<file path="src/rtl/frogger_pkg.sv">
// ---------------------------------------------------------------------------
// frogger_pkg
//   Shared screen geometry and road-lane car defaults for the Frogger video
//   pipeline, plus elaboration-time helpers that validate lane parameters.
// ---------------------------------------------------------------------------
package frogger_pkg;

    typedef logic [9:0] coord_t;
    typedef logic [2:0] level_t;

    localparam int unsigned C_TILE_SIZE      = 32;
    localparam int unsigned C_H_VISIBLE_AREA = 640;
    localparam int unsigned C_V_VISIBLE_AREA = 480;

    // Sprite rows of the four road lanes (lane 1 nearest the frog start).
    localparam coord_t C_LINE_1_Y = 10'd416;
    localparam coord_t C_LINE_2_Y = 10'd384;
    localparam coord_t C_LINE_3_Y = 10'd352;
    localparam coord_t C_LINE_4_Y = 10'd320;

    // Packed lanes 4..1 (MSB first).
    localparam logic [11:0] C_LANE_PERIOD  = {3'd4, 3'd3, 3'd2, 3'd1};
    localparam logic [39:0] C_START_X      = {10'd480, 10'd320, 10'd160, 10'd0};
    localparam logic [3:0]  C_REVERSE_INIT = 4'b0101;

    // Every start X must be on screen and every pair of cars must be at
    // least one sprite width apart, measured around the wrapping screen.
    function automatic logic start_x_ok(input logic [39:0] sx,
                                        input int unsigned tile,
                                        input int unsigned hva);
        logic        ok;
        int unsigned a;
        int unsigned b;
        int unsigned d;
        ok = 1'b1;
        for (int unsigned i = 0; i < 4; i++) begin
            a = {22'd0, sx[i*10 +: 10]};
            if (a >= hva) ok = 1'b0;
            for (int unsigned j = i + 1; j < 4; j++) begin
                b = {22'd0, sx[j*10 +: 10]};
                d = (a > b) ? a - b : b - a;
                if (d < tile || (d < hva && hva - d < tile)) ok = 1'b0;
            end
        end
        return ok;
    endfunction

    function automatic logic period_ok(input logic [11:0] lp);
        logic ok;
        ok = 1'b1;
        for (int unsigned i = 0; i < 4; i++) begin
            if (lp[i*3 +: 3] == 3'd0) ok = 1'b0;
        end
        return ok;
    endfunction

endpackage

</file>
<file path="src/rtl/car_lane_controller_car_lane.sv">
// ---------------------------------------------------------------------------
// car_lane
//   One road lane: a frame counter that paces the car, the car X register and
//   the modulo-screen-width wrap logic.
// Ports
//   i_Clk, i_Rst_N   pixel clock, asynchronous active-low reset
//   i_Game_Reset     synchronous restart to START_X
//   i_Tick           registered frame strobe
//   i_Pause          hold counter and position
//   i_Step           pixels per step (1..8)
//   o_X              car left X, always < H_VISIBLE_AREA
// ---------------------------------------------------------------------------
module car_lane
    import frogger_pkg::*;
#(
    parameter int unsigned H_VISIBLE_AREA = C_H_VISIBLE_AREA,
    parameter logic [2:0]  PERIOD         = 3'd1,
    parameter logic [9:0]  START_X        = 10'd0,
    parameter logic        REVERSE        = 1'b0
) (
    input  logic       i_Clk,
    input  logic       i_Rst_N,
    input  logic       i_Game_Reset,
    input  logic       i_Tick,
    input  logic       i_Pause,
    input  logic [3:0] i_Step,
    output logic [9:0] o_X
);

    localparam logic [9:0] H_VIS = 10'(H_VISIBLE_AREA);
    localparam logic [2:0] LAST  = PERIOD - 3'd1;

    logic [2:0] r_Cnt;
    logic [9:0] r_X;
    logic [9:0] w_Step;
    logic [9:0] w_Sum;
    logic [9:0] w_Next_X;

    always_comb begin
        w_Step   = {6'd0, i_Step};
        w_Sum    = r_X + w_Step;
        w_Next_X = r_X;
        if (REVERSE) begin
            w_Next_X = (w_Sum >= H_VIS) ? w_Sum - H_VIS : w_Sum;
        end else if (r_X < w_Step) begin
            w_Next_X = r_X + H_VIS - w_Step;
        end else begin
            w_Next_X = r_X - w_Step;
        end
    end

    always_ff @(posedge i_Clk or negedge i_Rst_N) begin
        if (!i_Rst_N) begin
            r_Cnt <= '0;
            r_X   <= START_X;
        end else if (i_Game_Reset) begin
            r_Cnt <= '0;
            r_X   <= START_X;
        end else if (i_Tick && !i_Pause) begin
            if (r_Cnt == LAST) begin
                r_Cnt <= '0;
                r_X   <= w_Next_X;
            end else begin
                r_Cnt <= r_Cnt + 3'd1;
            end
        end
    end

    assign o_X = r_X;

endmodule

</file>
<file path="src/rtl/car_lane_controller.sv">
// ---------------------------------------------------------------------------
// car_lane_controller
//   X positions and directions of the four road-lane cars. Cars step only on
//   the frame strobe taken at the first blanking line, so positions never
//   change inside the visible area. Speed is level + 1 pixels per step.
// Ports
//   i_Clk, i_Rst_N           pixel clock, asynchronous active-low reset
//   i_H_Counter/i_V_Counter  VGA timing counters
//   i_Game_Reset             synchronous restart pulse (highest priority)
//   i_Level_Up               raise level by one, saturating at 7
//   i_Pause                  freeze all motion
//   o_Car_nX_Position        lane n car left X
//   o_Reverse                per-lane direction, bit n = lane n+1 moves right
//   o_Level                  current level 0..7
//   o_Frame_Tick             registered one-cycle frame strobe
// ---------------------------------------------------------------------------
module car_lane_controller
    import frogger_pkg::*;
#(
    parameter int unsigned TILE_SIZE      = C_TILE_SIZE,
    parameter int unsigned H_VISIBLE_AREA = C_H_VISIBLE_AREA,
    parameter int unsigned V_VISIBLE_AREA = C_V_VISIBLE_AREA,
    parameter logic [3:0]  REVERSE_INIT   = C_REVERSE_INIT,
    parameter logic [11:0] LANE_PERIOD    = C_LANE_PERIOD,
    parameter logic [39:0] START_X        = C_START_X
) (
    input  logic       i_Clk,
    input  logic       i_Rst_N,
    input  logic [9:0] i_H_Counter,
    input  logic [9:0] i_V_Counter,
    input  logic       i_Game_Reset,
    input  logic       i_Level_Up,
    input  logic       i_Pause,
    output logic [9:0] o_Car_1X_Position,
    output logic [9:0] o_Car_2X_Position,
    output logic [9:0] o_Car_3X_Position,
    output logic [9:0] o_Car_4X_Position,
    output logic [3:0] o_Reverse,
    output logic [2:0] o_Level,
    output logic       o_Frame_Tick
);

    localparam logic CFG_OK = start_x_ok(START_X, TILE_SIZE, H_VISIBLE_AREA)
                              && period_ok(LANE_PERIOD);

    logic       w_Tick_Raw;
    logic       r_Frame_Tick;
    logic [2:0] r_Level;
    logic [3:0] r_Reverse;
    logic [3:0] w_Step;
    logic [9:0] w_Car_X [4];

    assign w_Tick_Raw = (i_H_Counter == '0) && (i_V_Counter == 10'(V_VISIBLE_AREA));
    // Lanes see the registered level, so a level-up landing on the tick edge
    // only affects the following step.
    assign w_Step     = {1'b0, r_Level} + 4'd1;

    always_ff @(posedge i_Clk or negedge i_Rst_N) begin
        if (!i_Rst_N) begin
            r_Frame_Tick <= 1'b0;
            r_Level      <= '0;
            r_Reverse    <= REVERSE_INIT;
        end else if (i_Game_Reset) begin
            r_Frame_Tick <= 1'b0;
            r_Level      <= '0;
            r_Reverse    <= REVERSE_INIT;
        end else begin
            r_Frame_Tick <= w_Tick_Raw;
            if (i_Level_Up && r_Level != 3'd7) begin
                r_Level <= r_Level + 3'd1;
            end
        end
    end

    for (genvar g = 0; g < 4; g++) begin : g_lane
        car_lane #(
            .H_VISIBLE_AREA (H_VISIBLE_AREA),
            .PERIOD         (LANE_PERIOD[g*3 +: 3]),
            .START_X        (START_X[g*10 +: 10]),
            .REVERSE        (REVERSE_INIT[g])
        ) u_lane (
            .i_Clk        (i_Clk),
            .i_Rst_N      (i_Rst_N),
            .i_Game_Reset (i_Game_Reset),
            .i_Tick       (r_Frame_Tick),
            .i_Pause      (i_Pause),
            .i_Step       (w_Step),
            .o_X          (w_Car_X[g])
        );
    end

    a_cfg_ok: assert property (@(posedge i_Clk) CFG_OK);

    assign o_Car_1X_Position = w_Car_X[0];
    assign o_Car_2X_Position = w_Car_X[1];
    assign o_Car_3X_Position = w_Car_X[2];
    assign o_Car_4X_Position = w_Car_X[3];
    assign o_Reverse         = r_Reverse;
    assign o_Level           = r_Level;
    assign o_Frame_Tick      = r_Frame_Tick;

endmodule

</file>
<file path="config.mk">
export PLATFORM = sky130hd
export DESIGN_NAME = car_lane_controller
export DESIGN_NICKNAME = d
export VERILOG_FILES = /design/src/rtl/frogger_pkg.sv /design/src/rtl/car_lane_controller_car_lane.sv /design/src/rtl/car_lane_controller.sv
export SDC_FILE = /design/constraint.sdc
export NUM_CORES = 1
export LEC_CHECK = 0
export BUFFER_PORTS_ARGS = -buffer_cell sky130_fd_sc_hd__buf_2
export CAP_MARGIN = 20
export CORE_MARGIN = 5
export CORE_UTILIZATION = 45
export CTS_BUF_LIST = sky130_fd_sc_hd__clkbuf_2
export DETAILED_ROUTE_END_ITERATION = 8
export GPL_ROUTABILITY_DRIVEN = 1
export GPL_TIMING_DRIVEN = 0
export PLACE_DENSITY = 0.66
export RECOVER_POWER = 100
export SYNTH_ARGS = -nofsm -noshare
export SYNTH_HDL_FRONTEND = slang
export SYNTH_SLANG_ARGS = --single-unit
</file>
<file path="constraint.sdc">
create_clock -name i_Clk -period 7.85 [get_ports i_Clk]
set_input_delay 0.3925 -clock i_Clk [delete_from_list [all_inputs] [get_ports i_Clk]]
set_output_delay 0.3925 -clock i_Clk [all_outputs]
set_load 0.02 [all_outputs]
</file>
==> results by group, run 1 <==
STA
  – Highest Clock Rate: 249 MHz
  – Setup tns final: 0 ns
  – Fin. Hold Viols: 0
  – Period utilisation layout: 51.2%
  – Slew @ Worst Pin: 2.20 ns
  – Clk_skew: 0.0252 ns
  – Slew headroom: -46.4%
  – Max Transition Viols Final: 39
  – Setup Viol. Count Final: 0
  – RSZ-0062 raised after global routing: no
  – Fin crit period: 4.02 ns

Synth
  – Dominant synthesized flop cell: dfrtp_1
  – Synthesized area per cell: 8.77 µm²
  – Ys async rst share: 100%
  – Syn Inst Count: 537
  – XOR/XNOR Fraction of Synth Area: 5.02%
  – Post-Synth Adder-Cell Area: 16.7%
  – Synth top area share: 25.5%
  – Synthesized flop and latch total: 56
  – Yosys warns: 0
  – Simple-gate share of the synthesized area: 21.1%
  – Largest family of logic cells by synthesized area: simple AND/OR/NAND/NOR gates
  – Mux cell area share after synthesis: 1.30%
  – Synthesized area: 0.00471 mm²
  – Area contributors post-synth: dfrtp_1, ha_1, dfstp_2
  – Post-synthesis cell type count: 69
  – Register area share after synthesis: 30.0%
  – Synth Area in Compound Gates: 20.0%
  – Post-synth EDFFs: 0
  – Dominant cell type by area after synthesis: dfrtp_1

Floorplan
  – Chip Width: 112 µm
  – Row cnt: 37
  – Initial core utilization: 45.8%
  – Core area: 0.0103 mm²
  – Die area: 0.0126 mm²
  – Die height: 112 µm
  – Num ports: 73

Detailed routing
  – Antenna Violating Nets Remaining: 0
  – DRC viols: 0
  – Total wire length: 12,200 µm
  – DR iter-0 viols: 131
  – Via count: 4,218
  – DR WL/cell: 16.2 µm
  – Via density: 5.60
  – Drt pass-1 iters: 4

Global routing
  – Vias in the first global route: 4,231
  – Initial antenna violation count: 0
  – Met3 usage: 3.13%
  – Largest net degree at the start of global routing: 39
  – Busiest grt layer: met2
  – Global-route met2 utilization: 33.1%
  – GR Util met1: 26.9%
  – Total Routing Usage GR: 19.6%
  – Grt ovf: 0
  – First-pass GRT wire length: 20,700 µm

Cells and area
  – Layout cells sized above 1: 9.56%
  – Total Nets Final: 698
  – Syn-to-layout area delta: 10.8%
  – # fillers: 1,053
  – Commonest non-fill, non-tap cells in the layout: clkbuf_1, nor2_1, dfrtp_1, ha_1, nand2_1
  – Commonest non-fill, non-tap cell in the layout: clkbuf_1
  – Antenna fix cells: 0
  – Utilization after layout: 50.7%

Power
  – Cell Int Power: 345 µW
  – Part of the power in registers: 58.6%
  – Pleak: 2.21 nW
  – Clock power frac: 25.3%
  – Pwr Density: 95.6 mW/mm²
  – Net Switching: 154 µW
  – Switching share of power: 30.8%
  – Comb pwr share: 16.1%
  – VDD IR max: 0.0702 mV

Placement
  – Routability cong.: 0.890
  – DP HPWL: 9330 µm
  – PortBufs: 67

Clock tree
  – Post CTS Setup Buffer Count: 0
  – Clock buffer count from CTS: 5
  – Clock transition at path regs: 0.33 ns
  – Clock Path Buffers: 2
  – Clk_lat worst skew: 0.47 ns
  – Htree depth: 2
  – Clock sink total: 56
  – Root Buffer: clkbuf_2
  – TritonCTS clock tree: done

Critical path
  – R2R Path End: g_lane[2].u_lane.o_X[8]$_DFFE_PN1P_
  – Reg2Reg Setup Slack: 3.83 ns
  – Buf/Inv on CP: 1
  – Worst-case reg-to-reg path depth: 11
  – CP Cell Sequence: ha_1, inv_1, fa_1, nand2b_1, a2111oi_0, xnor2_1, ha_1, and2_0, o21ai_0, a2bb2oi_1, o41ai_1
  – Worst setup SP type: flip-flop
  – Crit path max fanout: 6
  – Critical path's most frequent cell: ha_1
  – CP max stage delay: 0.86 ns
  – FF-to-FF Start: o_Level[0]$_DFFE_PN0P_
  – CP Data Arrival Time: 4.40 ns
  – Critical path class: flip-flop to flip-flop
  – Crit path capture type: flip-flop
  – Crit-path slowest cell: a2111oi_0
  – CP Data Required Time: 8.23 ns
  – Top delay family on crit path: compound AO/OA/AOI/OAI gates

Run
  – Max-Cap Viols: 1

Hold path
  – Min-Delay Startpoint: i_V_Counter[6]
  – Hold worst-path end: o_Frame_Tick$_DFF_PN0_
  – Hold Path Class: primary input to flip-flop
  – Hold Path Depth: 3

Run status
  – Outcome: complete, but fails checks
  – Failing checks: max-capacitance violations, max-slew violations
## cell usage after synthesis (all sizes together), types with 3 or more instances
library cell   n
nor2          51
dfrtp         48
ha            47
nand2         42
a21oi         41
inv           39
nand3         18
xnor2         18
nor3          16
clkbuf        15
nand2b        15
a211oi        12
a31oi         11
fa            10
buf            9
o21ai          9
xor2           9
a211o          8
dfstp          8
o211ai         8
nand4          7
a21o           6
nor4           6
mux2i          5
nor2b          4
o21a           4
or3            4
a21boi         3
a311oi         3
a41oi          3
and2           3
and3           3
nand3b         3
o21bai         3
o41ai          3
or2            3
or4            3
or4b           3
## per-layer routing
layer,up-vias,share of wire [%]
li1,2070,-
met1,2053,46
met2,86,48
met3,9,4.3
met4,0,0.76
met5,-,0
## worst max path at each step
stage,slack (ns),cells past startpoint,endpoint,start
detailed placement,4.42,10,g_lane[1].u_lane.o_X[7]$_DFFE_PN1P_,o_Level[0]$_DFFE_PN0P_
finish,3.83,11,g_lane[2].u_lane.o_X[8]$_DFFE_PN1P_,o_Level[0]$_DFFE_PN0P_
CTS,4.33,11,g_lane[2].u_lane.o_X[8]$_DFFE_PN1P_,o_Level[0]$_DFFE_PN0P_
global placement,4.44,11,g_lane[2].u_lane.o_X[8]$_DFFE_PN1P_,o_Level[0]$_DFFE_PN0P_
floorplan,4.69,11,g_lane[2].u_lane.o_X[8]$_DFFE_PN1P_,o_Level[0]$_DFFE_PN0P_
global route,3.60,11,g_lane[2].u_lane.o_X[8]$_DFFE_PN1P_,o_Level[1]$_DFFE_PN0P_
## flip-flops by register name (all words and copies together), names as in the netlist
| name | cells |
|---|---|
| g_lane.u_lane.o_X | 40 |
| o_Frame_Tick | 1 |
| o_Level | 3 |
| g_lane.u_lane.r_Cnt | 12 |
## cell type report
| class | instances | area (µm²) | share of cell area (%) |
|---|---|---|---|
| Clock inverter | 3 | 22.5 | 0.432 |
| Inverter | 39 | 146 | 2.81 |
| Buffer | 24 | 114 | 2.18 |
| Tap cell | 136 | 170 | 3.26 |
| Sequential cell | 56 | 1410 | 27.1 |
| Clock buffer | 5 | 25.0 | 0.480 |
| Multi-Input combinational cell | 420 | 3010 | 57.8 |
| Timing Repair Buffer | 70 | 313 | 6.00 |
## metrics by stage
| step | setup slack, ns | instance area, µm² | instances | hold slack [ns] | power, mW |
|---|---|---|---|---|---|
| global route | 3.60 | 5220 | 753 | 0.0196 | 0.525 |
| global placement | 4.44 | 5220 | 742 | 0.495 | 0.374 |
| finish | 3.83 | 5220 | 753 | 0.0686 | 0.499 |
| CTS | 4.33 | 5310 | 753 | 0.0398 | 0.506 |
| detailed placement | 4.42 | 5240 | 743 | 0.369 | 0.378 |
| floorplan | 4.69 | 4710 | 539 | 0.0969 | 0.348 |
## worst register-to-register path, stage by stage, from the launching register on
cell	delay, ns
dfrtp_1	0.52
ha_1	0.40
inv_1	0.21
fa_1	0.45
nand2b_1	0.20
a2111oi_0	0.86
xnor2_1	0.24
ha_1	0.36
and2_0	0.17
o21ai_0	0.07
a2bb2oi_1	0.11
o41ai_1	0.36
## kinds of logic (layout without fill, tap and decap cells)
family                     after synthesis  after routing
and+or+nand+nor                        193            193
AOI/OAI and AO/OA                      133            133
buffers and inverters                   63            141
adders and majority gates               57             57
DFF                                     56             56
xor gates and xnor gates                27             27
muxes                                    6              6
other                                    2              4
## power by group through the flow
stage	Sequential (mW)	Clock (mW)	Combinational, mW
2_1_floorplan	0.298	0	0.0499
3_3_place_gp	0.297	0	0.0778
3_5_place_dp	0.297	0	0.0810
6_report	0.292	0.126	0.0801
4_1_cts	0.293	0.132	0.0822
5_1_grt	0.293	0.143	0.0900
## what timing repair did
item | CTS | global route
hold endpoints to repair | 15 | 0
gates resized for setup | 0 | 0
hold buffers | 2 | 0
Power figures use the tool's default switching activity.
==> run 2: changes to the inputs <==
Settings changed: ABC_AREA set to 1, PLACE_DENSITY 0.66 to 0.65.
Clock period 7.85 ns to 3.8 ns, I/O delays scaled along.
==> run 2 against run 1 <==
  * The flow still finishes with violations (max-capacitance violations, max-slew violations)
  * Power grew to 5.2 times the previous value
  * Clock power grew 100%
  * Sequential power grew to 2.7 times the previous value
  * Design area grew 3.9%
  * Die area grew 5.8%
  * Synthesized area grew 6.4%
  * Cell count grew 18%
  * Global-route usage is essentially flat
  * Non-clock buffer count shrank 14
  * First-iteration DRC count grew 40%
==> results by group, run 2 <==
Power
  – Part of the power in registers: 30.6%
  – Pleak: 2.80 nW
  – VDD IR max: 0.173 mV
  – Pwr Density: 475 mW/mm²
  – Comb pwr share: 59.5%
  – Net Switching: 1.29 mW
  – Clock power frac: 9.9%
  – Switching share of power: 49.9%
  – Cell Int Power: 1.29 mW

Critical path
  – CP Data Arrival Time: 3.78 ns
  – Crit path max fanout: 10
  – Worst setup SP type: flip-flop
  – Crit path capture type: flip-flop
  – Critical path class: flip-flop to flip-flop
  – CP Data Required Time: 4.23 ns

Floorplan
  – Core area: 0.0109 mm²
  – Chip Width: 116 µm
  – Die area: 0.0133 mm²
  – Die height: 116 µm
  – Initial core utilization: 46.0%
  – Row cnt: 38
  – Num ports: 73

Clock tree
  – Clock buffer count from CTS: 5
  – Clock transition at path regs: 0.30 ns
  – Root Buffer: clkbuf_2
  – TritonCTS clock tree: done
  – Post-cts sizing count: 0
  – Htree depth: 2
  – Clock Path Buffers: 2
  – Clk_lat worst skew: 0.47 ns
  – Clock sink total: 56

Run status
  – Outcome: complete, but fails checks
  – Failing checks: max-capacitance violations, max-slew violations

Detailed routing
  – Via count: 4,641
  – Antenna Violating Nets Remaining: 0
  – DRC viols: 0
  – DR WL/cell: 13.9 µm
  – Via density: 5.21
  – DR iter-0 viols: 184
  – Total wire length: 12,400 µm
  – Drt pass-1 iters: 4

STA
  – Highest Clock Rate: 299 MHz
  – Slew headroom: -28.4%
  – RSZ-0062 raised after global routing: no
  – Max Transition Viols Final: 34
  – Clk_skew: 0.0155 ns
  – Setup Viol. Count Final: 0
  – Setup tns final: 0 ns
  – Slew @ Worst Pin: 1.93 ns
  – Post-route setup slack: 0.453 ns
  – Period utilisation layout: 88.1%
  – Fin crit period: 3.35 ns
  – Fin. Hold Viols: 0

Synth
  – Ys async rst share: 100%
  – Area contributors post-synth: dfrtp_1, nand2_1, ha_1
  – Post-synthesis cell type count: 51
  – Yosys warns: 0
  – Dominant synthesized flop cell: dfrtp_1
  – Synthesized area per cell: 7.49 µm²
  – Synthesized area: 0.00501 mm²
  – Post-synth EDFFs: 0
  – Synth top area share: 24.0%
  – Synthesized flop and latch total: 56
  – Post-synth top cells: nand2_1, inv_1, nand3_1
  – Most numerous cell in the Yosys netlist: nand2_1
  – Register area share after synthesis: 28.2%
  – Dominant cell type by area after synthesis: dfrtp_1
  – Syn Inst Count: 669

Global routing
  – Grt ovf: 0
  – Total Routing Usage GR: 19.6%
  – Largest net degree at the start of global routing: 34
  – Initial antenna violation count: 0
  – First-pass GRT wire length: 21,400 µm
  – Vias in the first global route: 4,622

Hold path
  – Hold Path Class: primary input to flip-flop

Cells and area
  – Syn-to-layout area delta: 8.19%
  – Flip-flop count of the largest register after layout: 40
  – Antenna fix cells: 0
  – Commonest non-fill, non-tap cells in the layout: nand2_1, inv_1, nand3_1, dfrtp_1, ha_1
  – Total Nets Final: 832
  – Commonest non-fill, non-tap cell in the layout: nand2_1
  – Layout cells sized above 1: 10.8%

Placement
  – PortBufs: 67
  – Routability cong.: 0.898
  – Setup WS pre-CTS: 0.695 ns
  – DP HPWL: 9760 µm

Run
  – Max-Cap Viols: 1
==> run 2: changes by cell type after synthesis, moves of 12 or more <==
cell and delta:
nand2b_1 -15, a21oi_1 -14, xnor2_1 -18, inv_1 +65, nand3_1 +51, clkbuf_1 -14
nand2_1 +115, nor2_1 -12, o21ai_0 +15, a211oi_1 -12
==> run 2: repair_timing <==
action | in CTS | in global routing
buffers inserted | 0 | 0
hold buffers | 4 | 0
hold endpoints to repair | 24 | 0
==> run 2: final timing paths <==
| kind | from | to | slack [ns] | cells past startpoint |
|---|---|---|---|---|
| worst max-delay path | o_Level[0]$_DFFE_PN0P_ | g_lane[1].u_lane.o_X[5]$_DFFE_PN1P_ | 0.45 | 13 |
| worst min-delay path | i_Pause | g_lane[2].u_lane.r_Cnt[1]$_DFFE_PN0P_ | 0.03 | 4 |
| worst max register to register | o_Level[0]$_DFFE_PN0P_ | g_lane[1].u_lane.o_X[5]$_DFFE_PN1P_ | 0.45 | 13 |
| worst min register to register | g_lane[3].u_lane.r_Cnt[1]$_DFFE_PN0P_ | g_lane[3].u_lane.r_Cnt[1]$_DFFE_PN0P_ | 0.53 | 2 |
| max in group asynchronous | i_Rst_N | g_lane[1].u_lane.o_X[2]$_DFFE_PN0P_ | 0.93 | 3 |
| min in group asynchronous | i_Rst_N | g_lane[3].u_lane.r_Cnt[0]$_DFFE_PN0P_ | 0.49 | 2 |
==> run 2: cells by family after synthesis <==
| logic type | synth area share, % |
|---|---|
| and+or+nand+nor | 31.9 |
| buffers and inverters | 10.5 |
| AOI/OAI and AO/OA | 11.7 |
| adders and majority gates | 15.7 |
| DFF | 28.2 |
| xor gates and xnor gates | 1.92 |
| other | 0.150 |
==> run 2: stage by stage <==
stage / hold WS (ns) / total power, mW / util [%] / instances / cell area (µm²)
detailed placement: 0.231 / 2.38 / 50.9 / 879 / 5550
finish: 0.0303 / 2.57 / 49.8 / 891 / 5420
floorplan: -0.106 / 1.99 / - / 671 / 5020
CTS: 0.00371 / 2.65 / 51.7 / 891 / 5630
global route: -0.00911 / 2.86 / 49.8 / 891 / 5420
global placement: 0.350 / 2.34 / 50.8 / 878 / 5530
==> run 2: power groups by stage <==
stage / clock, mW / combinational [mW] / sequential (mW)
6_report: 0.255 / 1.53 / 0.788
3_3_place_gp: 0 / 1.54 / 0.798
3_5_place_dp: 0 / 1.57 / 0.801
2_1_floorplan: 0 / 1.11 / 0.881
4_1_cts: 0.266 / 1.59 / 0.792
5_1_grt: 0.289 / 1.77 / 0.803
==> run 2: layer usage <==
metal / share of wire [%] / global-route usage [%] / up-vias
li1: - / - / 2332
met1: 46 / 25.3 / 2218
met4: 1.2 / 4.07 / 0
met3: 3.1 / 2.56 / 14
met2: 49 / 35.1 / 77
met5: 0 / 0 / -
==> run 2: cell type report <==
| class | instances | area (µm²) |
|---|---|---|
| sequential | 56 | 1410 |
| fill | 1132 | 5470 |
| timing repair buffer | 72 | 332 |
| clock buffer | 8 | 40.0 |
| multi-input combinational | 491 | 2970 |
| tap | 140 | 175 |
| buffer | 8 | 45.0 |
| inverter | 116 | 443 |
==> run 2: critical path: stages, from the launching register on <==
cell and delay, ns:
dfrtp_1 0.44, inv_1 0.19, nor3_1 0.59, inv_1 0.28, fa_1 0.47, inv_1 0.08, o21ai_2 0.08, nor2_4 0.13
nand3_1 0.37, inv_2 0.26, o21ai_0 0.18, nand3_1 0.10, o21ai_0 0.09, inv_1 0.06
==> run 3: changes to the inputs <==
Settings changed: ABC_CLOCK_PERIOD_IN_PS set to 3200.
Clock period 3.8 ns to 3.2 ns, I/O delays scaled along.
==> run 3 against run 2 <==
  * Design area grew 1.1%
  * Sequential power grew 19%
  * First-iteration DRC count grew 14%
  * Register-to-register slack lost 0.26 ns
  * Hold slack gained 0.34 ns
  * Clock power grew 17%
  * The run still ends with max-capacitance violations, max-slew violations left
  * Via count shrank 0.26%
  * Power grew 19%
  * Sequential share of layout area shrank 0.28 points
  * Core utilization grew 0.54 points
  * Cell count grew 0.22%
  * Die area is the same
==> results by group, run 3 (synthesis results as in run 2) <==
STA
  – Slew @ Worst Pin: 1.58 ns
  – Setup Viol. Count Final: 0
  – Period utilisation layout: 94.1%
  – Max Transition Viols Final: 34
  – Slew headroom: -5.44%
  – Clk_skew: 0.0239 ns
  – Fin. Hold Viols: 0
  – Highest Clock Rate: 332 MHz
  – RSZ-0062 raised after global routing: no
  – Fin crit period: 3.01 ns
  – Setup tns final: 0 ns

Detailed routing
  – Antenna Violating Nets Remaining: 0
  – Via count: 4,629
  – DR iter-0 viols: 209
  – DR WL/cell: 13.8 µm
  – Total wire length: 12,300 µm
  – DRC viols: 0
  – Via density: 5.18
  – Drt pass-1 iters: 4

Global routing
  – Grt ovf: 0
  – First-pass GRT wire length: 21,400 µm
  – Met3 usage: 2.56%
  – Vias in the first global route: 4,631
  – Largest net degree at the start of global routing: 34
  – Global-route met2 utilization: 35.1%
  – GR Util met1: 25.3%
  – Total Routing Usage GR: 19.6%
  – Busiest grt layer: met2
  – Initial antenna violation count: 0

Critical path
  – Crit path max fanout: 10
  – WP depth: 14
  – Top delay family on crit path: adder cells
  – Worst setup SP type: flip-flop
  – CP Data Required Time: 3.65 ns
  – Worst-case reg-to-reg path depth: 14
  – Crit path capture type: flip-flop
  – CP Cell Sequence: ha_1, ha_1, inv_1, ha_1, fa_1, inv_1, o21ai_1, nor2_1, nand2_4, inv_2, o21ai_1, nand3_1, o21ai_1, inv_1
  – CP Data Arrival Time: 3.46 ns
  – Crit-path slowest cell: dfrtp_1
  – Buf/Inv on CP: 4
  – Critical path class: flip-flop to flip-flop
  – CP max stage delay: 0.47 ns

Clock tree
  – Clk_lat worst skew: 0.47 ns
  – Clock buffer count from CTS: 5
  – Clock transition at path regs: 0.30 ns
  – Htree depth: 2
  – TritonCTS clock tree: done
  – Root Buffer: clkbuf_2
  – Clock Path Buffers: 2
  – Clock sink total: 56

Run status
  – Outcome: complete, but fails checks
  – Failing checks: max-capacitance violations, max-slew violations

Floorplan
  – Num ports: 73
  – Die height: 116 µm
  – Row cnt: 38
  – Die area: 0.0133 mm²
  – Chip Width: 116 µm
  – Core area: 0.0109 mm²
  – Initial core utilization: 46.0%

Placement
  – DP HPWL: 9760 µm
  – Routability cong.: 0.898
  – Cells after DPL: 879
  – PortBufs: 67

Cells and area
  – Antenna fix cells: 0
  – Syn-to-layout area delta: 9.37%
  – Total Nets Final: 834
  – # fillers: 1,131
  – Commonest non-fill, non-tap cells in the layout: nand2_1, inv_1, nand3_1, dfrtp_1, ha_1
  – Commonest non-fill, non-tap cell in the layout: nand2_1
  – Layout cells sized above 1: 11.2%
  – Final Non-Filler Cells: 893
  – Flip-flop count of the largest register after layout: 40

Power
  – Clock power frac: 9.7%
  – VDD IR max: 0.207 mV
  – Switching share of power: 49.9%
  – Net Switching: 1.53 mW
  – Pleak: 2.83 nW
  – Cell Int Power: 1.54 mW
  – Pwr Density: 560 mW/mm²
  – Part of the power in registers: 30.5%
  – Comb pwr share: 59.8%

Run
  – Max-Cap Viols: 1

Hold path
  – Hold Path Depth: 3
  – Hold Path Class: primary input to flip-flop
==> run 3: cell count changes in the layout (fill, tap and decap cells not counted), sizes merged, moves of 2 or more <==
cell         delta
buf             +2
clkbuf          -3
dlygate4sd3     +2
inv             +2
==> run 3: final timing paths <==
check	from	end	slack (ns)
setup / recovery	o_Level[0]$_DFFE_PN0P_	g_lane[3].u_lane.o_X[5]$_DFFE_PN1P_	0.19
hold / removal	i_H_Counter[2]	o_Frame_Tick$_DFF_PN0_	0.37
setup reg to reg	o_Level[0]$_DFFE_PN0P_	g_lane[3].u_lane.o_X[5]$_DFFE_PN1P_	0.19
hold reg to reg	g_lane[3].u_lane.r_Cnt[1]$_DFFE_PN0P_	g_lane[3].u_lane.r_Cnt[1]$_DFFE_PN0P_	0.53
max in group asynchronous	i_Rst_N	g_lane[1].u_lane.o_X[2]$_DFFE_PN0P_	0.62
min in group asynchronous	i_Rst_N	g_lane[0].u_lane.o_X[7]$_DFFE_PN0P_	0.46
==> run 3: area by class of cell <==
type	instances	area, µm²	area share [%]
Multi-Input combinational cell	491	2980	54.5
Inverter	116	449	8.20
Clock buffer	8	40.0	0.731
Tap cell	140	175	3.20
Buffer	8	57.6	1.05
Sequential cell	56	1410	25.8
Timing Repair Buffer	74	360	6.58
==> run 3: worst register-to-register path: stages, from the launching register on <==
cell     delay, ns
dfrtp_1       0.47
ha_1          0.22
ha_1          0.42
inv_1         0.17
ha_1          0.25
fa_1          0.37
inv_1         0.06
o21ai_1       0.14
nor2_1        0.27
nand2_4       0.15
inv_2         0.16
o21ai_1       0.12
nand3_1       0.09
o21ai_1       0.06
inv_1         0.07
==> run 3: through the flow <==
step	area, µm²	utilization (%)	setup WS (ns)	hold WS (ns)	power (mW)
floorplan	5020	-	0.563	-0.136	2.36
global placement	5530	50.8	0.0954	0.320	2.78
detailed placement	5550	50.9	0.0946	0.201	2.82
CTS	5650	51.9	0.0664	0.148	3.14
global route	5480	50.3	0.0112	0.336	3.42
finish	5480	50.3	0.189	0.367	3.07
==> run 3: power by group through the flow <==
stage                     Clock (mW)  Sequential, mW  Combinational [mW]
after floorplan                    0            1.05                1.32
after global placement             0           0.948                1.83
after detailed placement           0           0.951                1.87
after CTS                      0.316           0.940                1.89
after global routing           0.343           0.953                2.12
final                          0.299           0.936                1.84
==> run 3: metal layers <==
metal / wire length [µm] / share of wire, %
met1: 5620 / 46
met5: 0 / 0
met3: 444 / 3.6
met4: 136 / 1.1
met2: 6090 / 50
==> run 3: timing repair <==
action,in CTS,in global routing
endpoints found under the hold margin,29,0
hold buffers,6,0
buffers inserted,0,0
resized for setup,0,1
setup endpoints to repair,0,7
